===== config.mk =====
export PLATFORM = sky130hd
export DESIGN_NAME = bitfusion_feeder_flat
export DESIGN_NICKNAME = d
export VERILOG_FILES = /design/src/rtl/bitfusion_pkg.sv /design/src/rtl/bitfusion_feeder_if.sv /design/src/rtl/bitfusion_lane_buf.sv /design/src/rtl/bitfusion_feeder.sv /design/src/flat_wrapper.sv
export SDC_FILE = /design/constraint.sdc
export NUM_CORES = 2
export LEC_CHECK = 0
export CAP_MARGIN = 20
export CORE_ASPECT_RATIO = 1.25
export CORE_UTILIZATION = 30
export DETAILED_ROUTE_END_ITERATION = 7
export GPL_ROUTABILITY_DRIVEN = 0
export GPL_TIMING_DRIVEN = 0
export HOLD_SLACK_MARGIN = 0.06
export PLACE_DENSITY = 0.55
export RECOVER_POWER = 100
export SLEW_MARGIN = 20
export SYNTH_ARGS = -nofsm -noshare
export SYNTH_HDL_FRONTEND = slang
export SYNTH_HIERARCHICAL = 1
export SYNTH_SLANG_ARGS = --single-unit
export TNS_END_PERCENT = 1

===== constraint.sdc =====
create_clock -name clk -period 7.1 [get_ports clk]
set_clock_uncertainty 0.1 [all_clocks]
set_input_delay 1.42 -clock clk [delete_from_list [all_inputs] [get_ports clk]]
set_output_delay 1.42 -clock clk [all_outputs]
set_load 0.02 [all_outputs]

===== src/rtl/bitfusion_pkg.sv =====
// bitfusion_feeder shared types.
// FSM encoding, config field types and width helpers.
package bitfusion_pkg;

  typedef enum logic [2:0] {
    IDLE,
    CLEAR,
    STREAM,
    DRAIN,
    DONE
  } feeder_state_t;

  // 000=1b, 001=2b, 010=4b, 011=8b
  typedef logic [2:0] bitwidth_t;
  typedef logic [3:0] sign_t;

  localparam bitwidth_t BW_1 = 3'b000;

  // Holds t plus the largest lane offset with headroom for wrap compare.
  function automatic int t_width(int depth, int n);
    return $clog2(depth + 2 * n) + 1;
  endfunction

endpackage


===== src/rtl/bitfusion_feeder_if.sv =====
// Host <-> feeder bus: buffer writes, start/config in,
// skewed array feed and status out.
interface bitfusion_feeder_if
  import bitfusion_pkg::*;
#(
  parameter int ARRAY_SIZE = 2,
  parameter int DATA_W     = 32,
  parameter int DEPTH      = 16
) ();

  localparam int N      = ARRAY_SIZE;
  localparam int ADDR_W = $clog2(DEPTH);
  localparam int RW     = (N > 1) ? $clog2(N) : 1;

  logic                    start;
  logic [ADDR_W:0]         num_words;
  bitwidth_t               cfg_input_bitwidth;
  bitwidth_t               cfg_weight_bitwidth;
  sign_t [N-1:0][N-1:0]    cfg_input_sign;
  sign_t [N-1:0][N-1:0]    cfg_weight_sign;

  logic                    ibuf_wr_en;
  logic [RW-1:0]           ibuf_wr_row;
  logic [ADDR_W-1:0]       ibuf_wr_addr;
  logic [DATA_W-1:0]       ibuf_wr_data;

  logic                    wbuf_wr_en;
  logic [RW-1:0]           wbuf_wr_row;
  logic [RW-1:0]           wbuf_wr_col;
  logic [ADDR_W-1:0]       wbuf_wr_addr;
  logic [DATA_W-1:0]       wbuf_wr_data;

  logic [N-1:0][DATA_W-1:0]        IBUF;
  logic [N-1:0][N-1:0][DATA_W-1:0] WBUF;
  logic [N-1:0]                    input_rd_en;
  logic [N-1:0][N-1:0]             weight_rd_en;
  logic [N-1:0]                    acc_clear;
  bitwidth_t                       input_bitwidth;
  bitwidth_t                       weight_bitwidth;
  sign_t [N-1:0][N-1:0]            input_sign;
  sign_t [N-1:0][N-1:0]            weight_sign;
  logic                            busy;
  logic                            done;

  modport master (
    output start, num_words,
    output cfg_input_bitwidth, cfg_weight_bitwidth,
    output cfg_input_sign, cfg_weight_sign,
    output ibuf_wr_en, ibuf_wr_row, ibuf_wr_addr, ibuf_wr_data,
    output wbuf_wr_en, wbuf_wr_row, wbuf_wr_col,
    output wbuf_wr_addr, wbuf_wr_data,
    input  IBUF, WBUF, input_rd_en, weight_rd_en, acc_clear,
    input  input_bitwidth, weight_bitwidth,
    input  input_sign, weight_sign, busy, done
  );

  modport slave (
    input  start, num_words,
    input  cfg_input_bitwidth, cfg_weight_bitwidth,
    input  cfg_input_sign, cfg_weight_sign,
    input  ibuf_wr_en, ibuf_wr_row, ibuf_wr_addr, ibuf_wr_data,
    input  wbuf_wr_en, wbuf_wr_row, wbuf_wr_col,
    input  wbuf_wr_addr, wbuf_wr_data,
    output IBUF, WBUF, input_rd_en, weight_rd_en, acc_clear,
    output input_bitwidth, weight_bitwidth,
    output input_sign, weight_sign, busy, done
  );

endinterface


===== src/rtl/bitfusion_lane_buf.sv =====
// One feeder lane: word storage, write port and the skewed
// registered read driven by the shared stream counter.
module bitfusion_lane_buf
  import bitfusion_pkg::*;
#(
  parameter int  DEPTH  = 16,
  parameter int  DATA_W = 32,
  parameter int  OFFSET = 0,
  parameter int  T_W    = 6,
  localparam int ADDR_W = $clog2(DEPTH)
) (
  input  logic              clk,
  input  logic              nRST,
  input  logic              we_i,
  input  logic [ADDR_W-1:0] waddr_i,
  input  logic [DATA_W-1:0] wdata_i,
  input  logic              stream_i,
  input  logic [T_W-1:0]    t_i,
  input  logic [ADDR_W:0]   k_i,
  output logic [DATA_W-1:0] data_o,
  output logic              rd_en_o
);

  logic [DATA_W-1:0] mem_q [DEPTH];
  logic [DATA_W-1:0] data_q;
  logic              rd_en_q;
  logic              addr_ok;
  logic [T_W-1:0]    rel;
  logic              en;

  if (DEPTH == (1 << ADDR_W)) begin : g_full
    assign addr_ok = 1'b1;
  end else begin : g_part
    assign addr_ok = ({1'b0, waddr_i} < (ADDR_W+1)'(DEPTH));
  end

  always_ff @(posedge clk) begin
    if (we_i && addr_ok) mem_q[waddr_i] <= wdata_i;
  end

  // t below OFFSET wraps far above any K, so one compare covers both bounds.
  assign rel = t_i - T_W'(OFFSET);
  assign en  = stream_i && (rel < T_W'(k_i));

  always_ff @(posedge clk or negedge nRST) begin
    if (!nRST) begin
      data_q  <= '0;
      rd_en_q <= 1'b0;
    end else begin
      data_q  <= en ? mem_q[rel[ADDR_W-1:0]] : '0;
      rd_en_q <= en;
    end
  end

  assign data_o  = data_q;
  assign rd_en_o = rd_en_q;

endmodule


===== src/rtl/bitfusion_feeder.sv =====
// Sequencer feeding the bitfusion array: clear, skewed
// stream of K words per lane, drain, done.
module bitfusion_feeder
  import bitfusion_pkg::*;
#(
  parameter int ARRAY_SIZE   = 2,
  parameter int DATA_W       = 32,
  parameter int DEPTH        = 16,
  parameter int DRAIN_CYCLES = 4
) (
  input  logic               clk,
  input  logic               nRST,
  bitfusion_feeder_if.slave  bus
);

  localparam int N      = ARRAY_SIZE;
  localparam int ADDR_W = $clog2(DEPTH);
  localparam int RW     = (N > 1) ? $clog2(N) : 1;
  localparam int T_W    = t_width(DEPTH, N);
  localparam int DC_W   = (DRAIN_CYCLES > 1) ? $clog2(DRAIN_CYCLES) : 1;

  localparam logic [T_W-1:0]  SKEW    = T_W'(2 * (N - 1));
  localparam logic [DC_W-1:0] DC_LAST = DC_W'(DRAIN_CYCLES - 1);

  feeder_state_t        state_q, state_d;
  logic [T_W-1:0]       t_q, t_d;
  logic [DC_W-1:0]      dc_q, dc_d;
  logic [ADDR_W:0]      k_q, k_d;
  bitwidth_t            ibw_q, ibw_d;
  bitwidth_t            wbw_q, wbw_d;
  sign_t [N-1:0][N-1:0] isg_q, isg_d;
  sign_t [N-1:0][N-1:0] wsg_q, wsg_d;
  logic [N-1:0]         acc_clear_q;
  logic                 busy_q;
  logic                 done_q;

  logic                 idle;
  logic                 stream_d;
  logic [T_W-1:0]       t_last;

  assign idle     = (state_q == IDLE);
  assign stream_d = (state_d == STREAM);
  assign t_last   = T_W'(k_q) + SKEW - T_W'(1);

  always_comb begin
    state_d = state_q;
    t_d     = t_q;
    dc_d    = dc_q;
    k_d     = k_q;
    ibw_d   = ibw_q;
    wbw_d   = wbw_q;
    isg_d   = isg_q;
    wsg_d   = wsg_q;
    unique case (state_q)
      IDLE: begin
        if (bus.start) begin
          state_d = CLEAR;
          k_d     = bus.num_words;
          ibw_d   = bus.cfg_input_bitwidth;
          wbw_d   = bus.cfg_weight_bitwidth;
          isg_d   = bus.cfg_input_sign;
          wsg_d   = bus.cfg_weight_sign;
        end
      end
      CLEAR: begin
        t_d     = '0;
        dc_d    = '0;
        state_d = (k_q == '0) ? DRAIN : STREAM;
      end
      STREAM: begin
        if (t_q == t_last) begin
          t_d     = '0;
          state_d = DRAIN;
        end else begin
          t_d = t_q + T_W'(1);
        end
      end
      DRAIN: begin
        if (dc_q == DC_LAST) begin
          dc_d    = '0;
          state_d = DONE;
        end else begin
          dc_d = dc_q + DC_W'(1);
        end
      end
      DONE:    state_d = IDLE;
      default: state_d = IDLE;
    endcase
  end

  // Status outputs are registered from the next state so they line up with it.
  always_ff @(posedge clk or negedge nRST) begin
    if (!nRST) begin
      state_q     <= IDLE;
      t_q         <= '0;
      dc_q        <= '0;
      k_q         <= '0;
      ibw_q       <= BW_1;
      wbw_q       <= BW_1;
      isg_q       <= '0;
      wsg_q       <= '0;
      acc_clear_q <= '0;
      busy_q      <= 1'b0;
      done_q      <= 1'b0;
    end else begin
      state_q     <= state_d;
      t_q         <= t_d;
      dc_q        <= dc_d;
      k_q         <= k_d;
      ibw_q       <= ibw_d;
      wbw_q       <= wbw_d;
      isg_q       <= isg_d;
      wsg_q       <= wsg_d;
      acc_clear_q <= {N{state_d == CLEAR}};
      busy_q      <= (state_d != IDLE);
      done_q      <= (state_d == DONE);
    end
  end

  logic [N-1:0][DATA_W-1:0]        ibuf_w;
  logic [N-1:0][N-1:0][DATA_W-1:0] wbuf_w;
  logic [N-1:0]                    in_en_w;
  logic [N-1:0][N-1:0]             wt_en_w;

  for (genvar r = 0; r < N; r++) begin : g_row
    bitfusion_lane_buf #(
      .DEPTH  (DEPTH),
      .DATA_W (DATA_W),
      .OFFSET (r),
      .T_W    (T_W)
    ) u_ibuf (
      .clk      (clk),
      .nRST     (nRST),
      .we_i     (idle && bus.ibuf_wr_en &&
                 (bus.ibuf_wr_row == RW'(r))),
      .waddr_i  (bus.ibuf_wr_addr),
      .wdata_i  (bus.ibuf_wr_data),
      .stream_i (stream_d),
      .t_i      (t_d),
      .k_i      (k_q),
      .data_o   (ibuf_w[r]),
      .rd_en_o  (in_en_w[r])
    );
    for (genvar c = 0; c < N; c++) begin : g_col
      bitfusion_lane_buf #(
        .DEPTH  (DEPTH),
        .DATA_W (DATA_W),
        .OFFSET (r + c),
        .T_W    (T_W)
      ) u_wbuf (
        .clk      (clk),
        .nRST     (nRST),
        .we_i     (idle && bus.wbuf_wr_en &&
                   (bus.wbuf_wr_row == RW'(r)) &&
                   (bus.wbuf_wr_col == RW'(c))),
        .waddr_i  (bus.wbuf_wr_addr),
        .wdata_i  (bus.wbuf_wr_data),
        .stream_i (stream_d),
        .t_i      (t_d),
        .k_i      (k_q),
        .data_o   (wbuf_w[r][c]),
        .rd_en_o  (wt_en_w[r][c])
      );
    end
  end

  assign bus.IBUF            = ibuf_w;
  assign bus.WBUF            = wbuf_w;
  assign bus.input_rd_en     = in_en_w;
  assign bus.weight_rd_en    = wt_en_w;
  assign bus.acc_clear       = acc_clear_q;
  assign bus.input_bitwidth  = ibw_q;
  assign bus.weight_bitwidth = wbw_q;
  assign bus.input_sign      = isg_q;
  assign bus.weight_sign     = wsg_q;
  assign bus.busy            = busy_q;
  assign bus.done            = done_q;

endmodule


===== src/flat_wrapper.sv =====
// flat-port wrapper written by rule: the top's interface ports become plain ports
module bitfusion_feeder_flat import bitfusion_pkg::*;
#(
  parameter int ARRAY_SIZE   = 2,
  parameter int DATA_W       = 32,
  parameter int DEPTH        = 16,
  parameter int DRAIN_CYCLES = 4
)
  (clk, nRST, bus_start, bus_num_words, bus_cfg_input_bitwidth, bus_cfg_weight_bitwidth, bus_cfg_input_sign, bus_cfg_weight_sign, bus_ibuf_wr_en, bus_ibuf_wr_row, bus_ibuf_wr_addr, bus_ibuf_wr_data, bus_wbuf_wr_en, bus_wbuf_wr_row, bus_wbuf_wr_col, bus_wbuf_wr_addr, bus_wbuf_wr_data, bus_IBUF, bus_WBUF, bus_input_rd_en, bus_weight_rd_en, bus_acc_clear, bus_input_bitwidth, bus_weight_bitwidth, bus_input_sign, bus_weight_sign, bus_busy, bus_done);
  bitfusion_feeder_if #(.ARRAY_SIZE(ARRAY_SIZE), .DATA_W(DATA_W), .DEPTH(DEPTH)) bus_i ();
  input  logic clk;
  input  logic nRST;
  input wire logic [$bits(bus_i.start)-1:0] bus_start;
  input wire logic [$bits(bus_i.num_words)-1:0] bus_num_words;
  input wire logic [$bits(bus_i.cfg_input_bitwidth)-1:0] bus_cfg_input_bitwidth;
  input wire logic [$bits(bus_i.cfg_weight_bitwidth)-1:0] bus_cfg_weight_bitwidth;
  input wire logic [$bits(bus_i.cfg_input_sign)-1:0] bus_cfg_input_sign;
  input wire logic [$bits(bus_i.cfg_weight_sign)-1:0] bus_cfg_weight_sign;
  input wire logic [$bits(bus_i.ibuf_wr_en)-1:0] bus_ibuf_wr_en;
  input wire logic [$bits(bus_i.ibuf_wr_row)-1:0] bus_ibuf_wr_row;
  input wire logic [$bits(bus_i.ibuf_wr_addr)-1:0] bus_ibuf_wr_addr;
  input wire logic [$bits(bus_i.ibuf_wr_data)-1:0] bus_ibuf_wr_data;
  input wire logic [$bits(bus_i.wbuf_wr_en)-1:0] bus_wbuf_wr_en;
  input wire logic [$bits(bus_i.wbuf_wr_row)-1:0] bus_wbuf_wr_row;
  input wire logic [$bits(bus_i.wbuf_wr_col)-1:0] bus_wbuf_wr_col;
  input wire logic [$bits(bus_i.wbuf_wr_addr)-1:0] bus_wbuf_wr_addr;
  input wire logic [$bits(bus_i.wbuf_wr_data)-1:0] bus_wbuf_wr_data;
  output wire logic [$bits(bus_i.IBUF)-1:0] bus_IBUF;
  output wire logic [$bits(bus_i.WBUF)-1:0] bus_WBUF;
  output wire logic [$bits(bus_i.input_rd_en)-1:0] bus_input_rd_en;
  output wire logic [$bits(bus_i.weight_rd_en)-1:0] bus_weight_rd_en;
  output wire logic [$bits(bus_i.acc_clear)-1:0] bus_acc_clear;
  output wire logic [$bits(bus_i.input_bitwidth)-1:0] bus_input_bitwidth;
  output wire logic [$bits(bus_i.weight_bitwidth)-1:0] bus_weight_bitwidth;
  output wire logic [$bits(bus_i.input_sign)-1:0] bus_input_sign;
  output wire logic [$bits(bus_i.weight_sign)-1:0] bus_weight_sign;
  output wire logic [$bits(bus_i.busy)-1:0] bus_busy;
  output wire logic [$bits(bus_i.done)-1:0] bus_done;
  assign bus_i.start = bus_start;
  assign bus_i.num_words = bus_num_words;
  assign bus_i.cfg_input_bitwidth = bus_cfg_input_bitwidth;
  assign bus_i.cfg_weight_bitwidth = bus_cfg_weight_bitwidth;
  assign bus_i.cfg_input_sign = bus_cfg_input_sign;
  assign bus_i.cfg_weight_sign = bus_cfg_weight_sign;
  assign bus_i.ibuf_wr_en = bus_ibuf_wr_en;
  assign bus_i.ibuf_wr_row = bus_ibuf_wr_row;
  assign bus_i.ibuf_wr_addr = bus_ibuf_wr_addr;
  assign bus_i.ibuf_wr_data = bus_ibuf_wr_data;
  assign bus_i.wbuf_wr_en = bus_wbuf_wr_en;
  assign bus_i.wbuf_wr_row = bus_wbuf_wr_row;
  assign bus_i.wbuf_wr_col = bus_wbuf_wr_col;
  assign bus_i.wbuf_wr_addr = bus_wbuf_wr_addr;
  assign bus_i.wbuf_wr_data = bus_wbuf_wr_data;
  assign bus_IBUF = bus_i.IBUF;
  assign bus_WBUF = bus_i.WBUF;
  assign bus_input_rd_en = bus_i.input_rd_en;
  assign bus_weight_rd_en = bus_i.weight_rd_en;
  assign bus_acc_clear = bus_i.acc_clear;
  assign bus_input_bitwidth = bus_i.input_bitwidth;
  assign bus_weight_bitwidth = bus_i.weight_bitwidth;
  assign bus_input_sign = bus_i.input_sign;
  assign bus_weight_sign = bus_i.weight_sign;
  assign bus_busy = bus_i.busy;
  assign bus_done = bus_i.done;
  bitfusion_feeder #(.ARRAY_SIZE(ARRAY_SIZE), .DATA_W(DATA_W), .DEPTH(DEPTH), .DRAIN_CYCLES(DRAIN_CYCLES)) u_core (.clk(clk), .nRST(nRST), .bus(bus_i));
endmodule

Word level (Yosys, flattened, before mapping):

Memory sizes are Yosys's and may differ from the RTL's.
Index checks and enable logic that the tools add are counted.

* memories kept: 6
* register bits: 252
* bits in writable memories: 3072
* word-level logic and storage cells: 97
* output and inout bits: 240
* bits of input ports: 123

* muxes and demuxes: 27
* add/subtract/negate cells: 6
* eq/ne operators: 8
* magnitude comparators: 3
* reductions and logical operators: 18
* bitwise operators: 3

Memory list
* u_core.g_row[0].g_col[0].u_wbuf.mem_q: words 16, width 32, read ports 1, clocked after Yosys merged registers in 0, wr ports 1, RTL line bitfusion_lane_buf.sv:24 `logic [DATA_W-1:0] mem_q [DEPTH];`
* u_core.g_row[0].g_col[1].u_wbuf.mem_q: words 16, width 32, read ports 1, clocked after Yosys merged registers in 0, wr ports 1, RTL line bitfusion_lane_buf.sv:24
* u_core.g_row[0].u_ibuf.mem_q: words 16, width 32, read ports 1, clocked after Yosys merged registers in 0, wr ports 1, RTL line bitfusion_lane_buf.sv:24
* u_core.g_row[1].g_col[0].u_wbuf.mem_q: words 16, width 32, read ports 1, clocked after Yosys merged registers in 0, wr ports 1, RTL line bitfusion_lane_buf.sv:24
* u_core.g_row[1].g_col[1].u_wbuf.mem_q: words 16, width 32, read ports 1, clocked after Yosys merged registers in 0, wr ports 1, RTL line bitfusion_lane_buf.sv:24
* u_core.g_row[1].u_ibuf.mem_q: words 16, width 32, read ports 1, clocked after Yosys merged registers in 0, wr ports 1, RTL line bitfusion_lane_buf.sv:24

Operators with widths (number)
* $mux W32: 6
* $lt A6 B5 Y1: 3
* $logic_and A1 B1 Y1: 13
* $mux W1: 13
* $pmux W3 S4: 1
* $pmux W6 S2: 1
* $sub A6 B1 Y6 const B: 2
* $eq A3 B2 Y1 const B: 3
* $mux W3: 3
* $add A5 B2 Y6 const B: 1
* $add A6 B1 Y6 const B: 1
* $eq A3 B1 Y1 const B: 2
* $eq A6 B6 Y1: 1
* $mux W6: 1
* $sub A6 B2 Y6 const B: 1
* $logic_not A5 Y1: 1
* $pmux W2 S2: 1
* $eq A3 B3 Y1 const B: 1
* $logic_not A3 Y1: 1
* $not A1 Y1: 3
* $reduce_bool A3 Y1: 1
* $add A2 B1 Y2 const B: 1
* $eq A2 B2 Y1 const B: 1
* $mux W2: 1
* other kinds (2): 2

Longest topological paths before layout:

* depth in word-level cells: 9
* gate-level depth with buffers: 21
* gate-level depth less buffers: 15

Modules after synthesis:

The synthesis kept the hierarchy.

Modules (own cells, without submodules)
* bitfusion_lane_buf at u_core.g_row[0].g_col[1].u_wbuf ...: cells an instance 866, instances 2, sequential area each 16200.5 sq um, area an instance 20551.0 sq um
* bitfusion_lane_buf at u_core.g_row[0].g_col[0].u_wbuf ...: cells an instance 859, instances 2, sequential area each 16200.5 sq um, area an instance 20201.9 sq um
* bitfusion_lane_buf at u_core.g_row[1].g_col[1].u_wbuf: cells an instance 979, instances 1, sequential area each 16200.5 sq um, area an instance 20985.1 sq um
* bitfusion_lane_buf at u_core.g_row[1].u_ibuf: cells an instance 866, instances 1, sequential area each 16200.5 sq um, area an instance 20533.4 sq um
* bitfusion_feeder: cells an instance 202, instances 1, sequential area each 1426.4 sq um, area an instance 2557.5 sq um

Worst setup path after synthesis:

OpenSTA, ideal clock, no wires.

* path kind: register to register
* from: reg u_core.k_q[0]
* to: reg u_core.g_row[0].g_col[1].u_wbuf.data_q[22]
* required time: 6913 ps
* cell stages (with the launch flop): 21
* data arrival time: 5133 ps
* buffers on the path: 6
* library setup time: 87 ps
* period minus slack after synthesis: 5320 ps
* setup slack: 1780 ps
* path through: dfrtp_1 > ha_1 > and2_4 > a211o_1 > a31oi_2 > o21ai_2 > o21ai_0 > buf_2 > buf_2 > buf_2 > inv_1 > ha_1 > buf_2 > buf_1 > inv_1 > ha_1 > or3_1 > o221ai_1 > nand4_2 > buf_6 > a211oi_2

* word-level cells in the longest chain between the ends: 9
* elaborated cells on any way between the ends: 15

Ends and longest elaborated chain
* from (decl): RTL line bitfusion_feeder.sv:28 `logic [ADDR_W:0] k_q, k_d;`
* from (signal assigned): RTL line bitfusion_feeder.sv:109 `k_q <= k_d;`
* $add A5 B2 Y6 (*): RTL line bitfusion_feeder.sv:43 `assign t_last = T_W'(k_q) + SKEW - T_W'(1);`
* $sub A6 B1 Y6 (*): RTL line bitfusion_feeder.sv:43
* $eq A6 B6 Y1 (*): RTL line bitfusion_feeder.sv:71 `if (t_q == t_last) begin`
* $mux W6 (*): RTL line bitfusion_feeder.sv:71
* $pmux W6 S2 (*): RTL line bitfusion_feeder.sv:54 `unique case (state_q)`
* net u_core.t_d[0]: RTL line bitfusion_feeder.sv:26 `logic [T_W-1:0] t_q, t_d;`
* $sub A6 B1 Y6 (*): RTL line bitfusion_lane_buf.sv:42 `assign rel = t_i - T_W'(OFFSET);`
* $lt A6 B5 Y1: RTL line bitfusion_lane_buf.sv:43 `assign en = stream_i && (rel < T_W'(k_i));`
* $logic_and A1 B1 Y1: RTL line bitfusion_lane_buf.sv:43
* $mux W32 (*): RTL line bitfusion_lane_buf.sv:50 `data_q <= en ? mem_q[rel[ADDR_W-1:0]] : '0;`
* to (signal assigned): RTL line bitfusion_lane_buf.sv:50
* to (decl): RTL line bitfusion_lane_buf.sv:25 `logic [DATA_W-1:0] data_q;`

Mark *: on every way through the listed nets, which the timed path passes. The rest lies on a longest branch.
A chain may end at the register's enable or synchronous reset.

Worst setup path in the final report:

* from: reg u_core.state_q[0]
* to: mem u_core.g_row[0].g_col[0].u_wbuf.mem_q[5][18], enable pin

* word-level cells in the longest chain between the ends: 6

Ends and longest elaborated chain
* from (decl): RTL line bitfusion_feeder.sv:25 `feeder_state_t state_q, state_d;`
* from (signal assigned): RTL line bitfusion_feeder.sv:106 `state_q <= state_d;`
* $logic_not A3 Y1: RTL line bitfusion_feeder.sv:41 `assign idle = (state_q == IDLE);`
* $logic_and A1 B1 Y1 (2 in series): RTL line bitfusion_feeder.sv:153 `.we_i (idle && bus.wbuf_wr_en &&`
* $logic_and A1 B1 Y1: RTL line bitfusion_feeder.sv:154 `(bus.wbuf_wr_row == RW'(r)) &&`
* $mux W1: RTL line bitfusion_lane_buf.sv:38 `if (we_i && addr_ok) mem_q[waddr_i] <= wdata_i;`
* $mux W1 (not written as such): RTL line bitfusion_lane_buf.sv:38
* to (decl): RTL line bitfusion_lane_buf.sv:24

No other way between the ends.

==> run_results.csv <==
group,metric,value,unit
synthesis,mappedNetlistArea,0.126,mm^2
die,floorplan.rows,265,
cells_and_area,n_fill_cell,38500,
timing,timing_max_transition_violations_final,3385,
cells_and_area,fraction_of_layout_cells_with_a_size_suffix_above_1,0.235,
global_route,grt_overflow,0,
drt,first_iter_violations,5560,
setup_path,timing.critical_path.to_type,"register",
global_route,antenna_violations_before_repair,42,
die,floorplan.die.width,581,um
drt,drtPass1Iterations,5,
drt,route.final.wire_length,339000,um
synthesis,synth.avg_cell_area,22.8,um^2
drt,drt.antenna.violating_nets,0,
synthesis,synth_enable_flop_cells,3072,
die,ios,363,
synthesis,mappedNetlistNets,5652,
outcome,run_status,"finished with violations",
drt,vias,61000,
outcome,violations,"max-capacitance violations, max-slew violations",
synthesis,netlist.area_leader.share,0.735,
die,fp.dieArea,0.421,mm^2
synthesis,ys.flop_type,"sky130_fd_sc_hd__edfxtp_1",
global_route,grt_pass1_vias,64200,
timing,fin_tns_setup,0,ns
timing,post-route-period-util,0.967,
timing,setup_viol,0,
setup_path,r2r_start,"u_core/state_q[0]",
clock_tree,ctsHtreeMaxLevel,5,
cells_and_area,synthToLayoutAreaGrowth,17.6,%
worst_hold_path,hold_end,"u_core/dc_q[1]",
cells_and_area,design.final.nets,6608,
clock_tree,cts_root_buffer,"sky130_fd_sc_hd__clkbuf_16",
clock_tree,cts_buffers,338,
timing,worst_slew_margin_rel,-1.53,
setup_path,timing.rr.end,"u_core/g_row[0].g_col[0].u_wbuf/mem_q[5][18]",
cells_and_area,final_util,0.354,
cells_and_area,layout.cells.most_common_list,"3,072 x sky130_fd_sc_hd__edfxtp_1, 756 x sky130_fd_sc_hd__mux4_2, 482 x sky130_fd_sc_hd__clkbuf_1",
clock_tree,clock_sink_count,3327,
clock_tree,clkSlewWorstSetupHoldPaths,0.06,ns
placement,dpl_cell_area,0.141,mm^2
timing,tightest_slew,3.79,ns
synthesis,synth.distinct_cells,59,
placement,io_buffers,362,
global_route,top_usage_layer,"met2",
global_route,global_route.usage.met2,0.283,
die,floorplan.die.height,725,um
clock_tree,cts_stage_hold_buffer_count,0,
setup_path,cpPeakStageDelay,1.63,ns
global_route,groute.usage.overall,0.158,
setup_path,critical_path_class,"reg -> reg",
setup_path,crit_slowest_cell,"sky130_fd_sc_hd__nor2_1",
worst_hold_path,hold_start,"u_core/dc_q[1]",
drt,drc_errors,0,
synthesis,synth-seq-cells,3327,
setup_path,cp_data_required_time,7.53,ns
synthesis,ys.warnings.count,6,
synthesis,seq_area_frac_synth,0.785,
placement,hpwl,231000,um
worst_hold_path,hold_class,"reg -> reg",
synthesis,yosys-top-cells-area,"sky130_fd_sc_hd__edfxtp_1 73%, sky130_fd_sc_hd__mux4_2 14%, sky130_fd_sc_hd__dfrtp_1 5.1%",
synthesis,synthesis.instances,5497,
cells_and_area,post-route-cell-area,0.148,mm^2
timing,final_hold_vios,0,
global_route,globalRouteMet3Util,0.0251,
setup_path,critical_path.cell_chain,"clkbuf_1 -> nor3_1 -> clkbuf_1 -> nand2_1 -> nor3_1 -> nand3b_1 -> nor2_1 -> dlymetal6s2s_1",
setup_path,critPathLaunchType,"register",
die,starting_density_of_the_core,0.301,
clock_tree,clkLatencyLatePin,0.96,ns
global_route,grt_pass1_wl,480000,um
drt,routedWlPerCell,27.7,um
drt,viasPerCell,4.99,
timing,max_clock_freq,146,MHz
synthesis,fraction_of_registers_with_async_set_reset,0.0766,
setup_path,timing.reg2reg.setup_slack,0.24,ns
setup_path,r2r.worst_path.cells,8,
cells_and_area,layout.cells.most_common,"sky130_fd_sc_hd__edfxtp_1",
clock_tree,tritoncts,"yes",
timing,finalWorstPathRequiredPeriod,6.86,ns
setup_path,critical_path.max_fanout,17,
global_route,grt.met1_usage,0.197,
job,drv.max_cap_violation_count,114,
global_route,grt_max_degree,75,
worst_hold_path,worstHoldPathCells,2,
die,floorplan.core_area,0.417,mm^2
clock_tree,clock_tree.buffer_depth,4,
synthesis,post-synth-top-area-cell,"sky130_fd_sc_hd__edfxtp_1",
setup_path,timing.critical_path.arrival,7.29,ns
==> Yosys cell counts (all sizes together) (17+ instances only) <==
cell type,n
edfxtp,3072
mux4,768
dfrtp,255
buf,198
nand3,143
a211oi,128
a22oi,128
clkbuf,101
mux2i,96
o22ai,96
nor2,86
a21oi,71
inv,50
mux2,40
nand2,35
nor3,33
and4,32
ha,32
nand3b,18
o21ai,18
nand2b,17
==> state kept, by name, indices dropped and copies added, names as in the netlist <==
register / count
u_core/g_row.g_col.u_wbuf/mem_q: 2048
u_core/t_q: 6
u_core/dc_q: 2
u_core/bus.weight_sign: 16
u_core/bus.done: 1
u_core/bus.busy: 1
u_core/g_row.u_ibuf/mem_q: 1024
u_core/bus.input_bitwidth: 3
u_core/g_row.u_ibuf/data_o: 64
u_core/g_row.u_ibuf/rd_en_o: 2
u_core/bus.weight_bitwidth: 3
u_core/g_row.g_col.u_wbuf/rd_en_o: 4
u_core/k_q: 5
u_core/bus.acc_clear: 1
u_core/state_q: 3
u_core/g_row.g_col.u_wbuf/data_o: 128
u_core/bus.input_sign: 16
==> worst max-delay path: cells and delay by family (launching register included) <==
kind	cells	cell delay [ns]
and+or+nand+nor	5	4.14
buffers and inverters	3	1.85
DFF	1	0.37
==> cell families after synthesis <==
logic type / count (synthesis) / synth area share
AOI/OAI and AO/OA: 466 / 0.0288
and+or+nand+nor: 403 / 0.0174
adders and majority gates: 32 / 0.00319
muxes: 904 / 0.149
buffers and inverters: 349 / 0.0146
xor gates and xnor gates: 16 / 0.00130
DFF: 3327 / 0.785
==> final cells by class <==
class	instances	area (um^2)	area share
repair buffers	619	4450	0.0301
plain buffers	296	1570	0.0106
clock buffers	459	9330	0.0631
well taps	5473	6850	0.0464
diodes	23	57.6	0.000390
clock inverters	160	1540	0.0104
multi-input cells	1821	25100	0.170
flip-flops and latches	3327	98600	0.668
inverters	50	188	0.00127
==> metal layers <==
layer	share of wire	vias to the layer above	wire length [um]
met4	0.030	16	10100
met5	0.00026	-	88
met2	0.52	2103	177000
met1	0.39	33100	131000
li1	-	25300	-
met3	0.062	538	20900
==> through the flow <==
step,worst slack [ns],hold WS (ns),std cells
global route,-0.00847,0.409,12200
detailed placement,-1.40,0.383,11600
floorplan,1.78,0.342,5497
finish,0.237,0.388,12200
global placement,-9.46,0.389,11300
CTS,0.107,0.252,12200
==> worst max-delay path by stage <==
stage / start / end / slack (ns) / cells past startpoint
final: u_core/state_q[0] / u_core/g_row[0].g_col[0].u_wbuf/mem_q[5][18] / 0.24 / 8
after global routing: u_core/state_q[0] / u_core/g_row[0].g_col[0].u_wbuf/mem_q[5][18] / -0.008 / 8
after CTS: u_core/k_q[0] / u_core/g_row[1].g_col[0].u_wbuf/data_o[15] / 0.11 / 20
after detailed placement: u_core/k_q[1] / u_core/g_row[1].g_col[0].u_wbuf/data_o[1] / -1.40 / 20
after global placement: nRST / u_core/g_row[0].g_col[0].u_wbuf/data_o[10] / -9.46 / 1
after floorplan: u_core/k_q[0] / u_core/g_row[0].g_col[1].u_wbuf/data_o[22] / 1.78 / 20
==> repair_timing <==
item / 4_1_cts / 5_1_grt
setup buffers: 1 / 0
resized for setup: 13 / 1
pin swaps: 1 / 0
setup endpoints to repair: 97 / 15
Power is left out: the tool's default activity adds up to more than one toggle a clock period on the data nets, which glitch-free logic cannot reach.
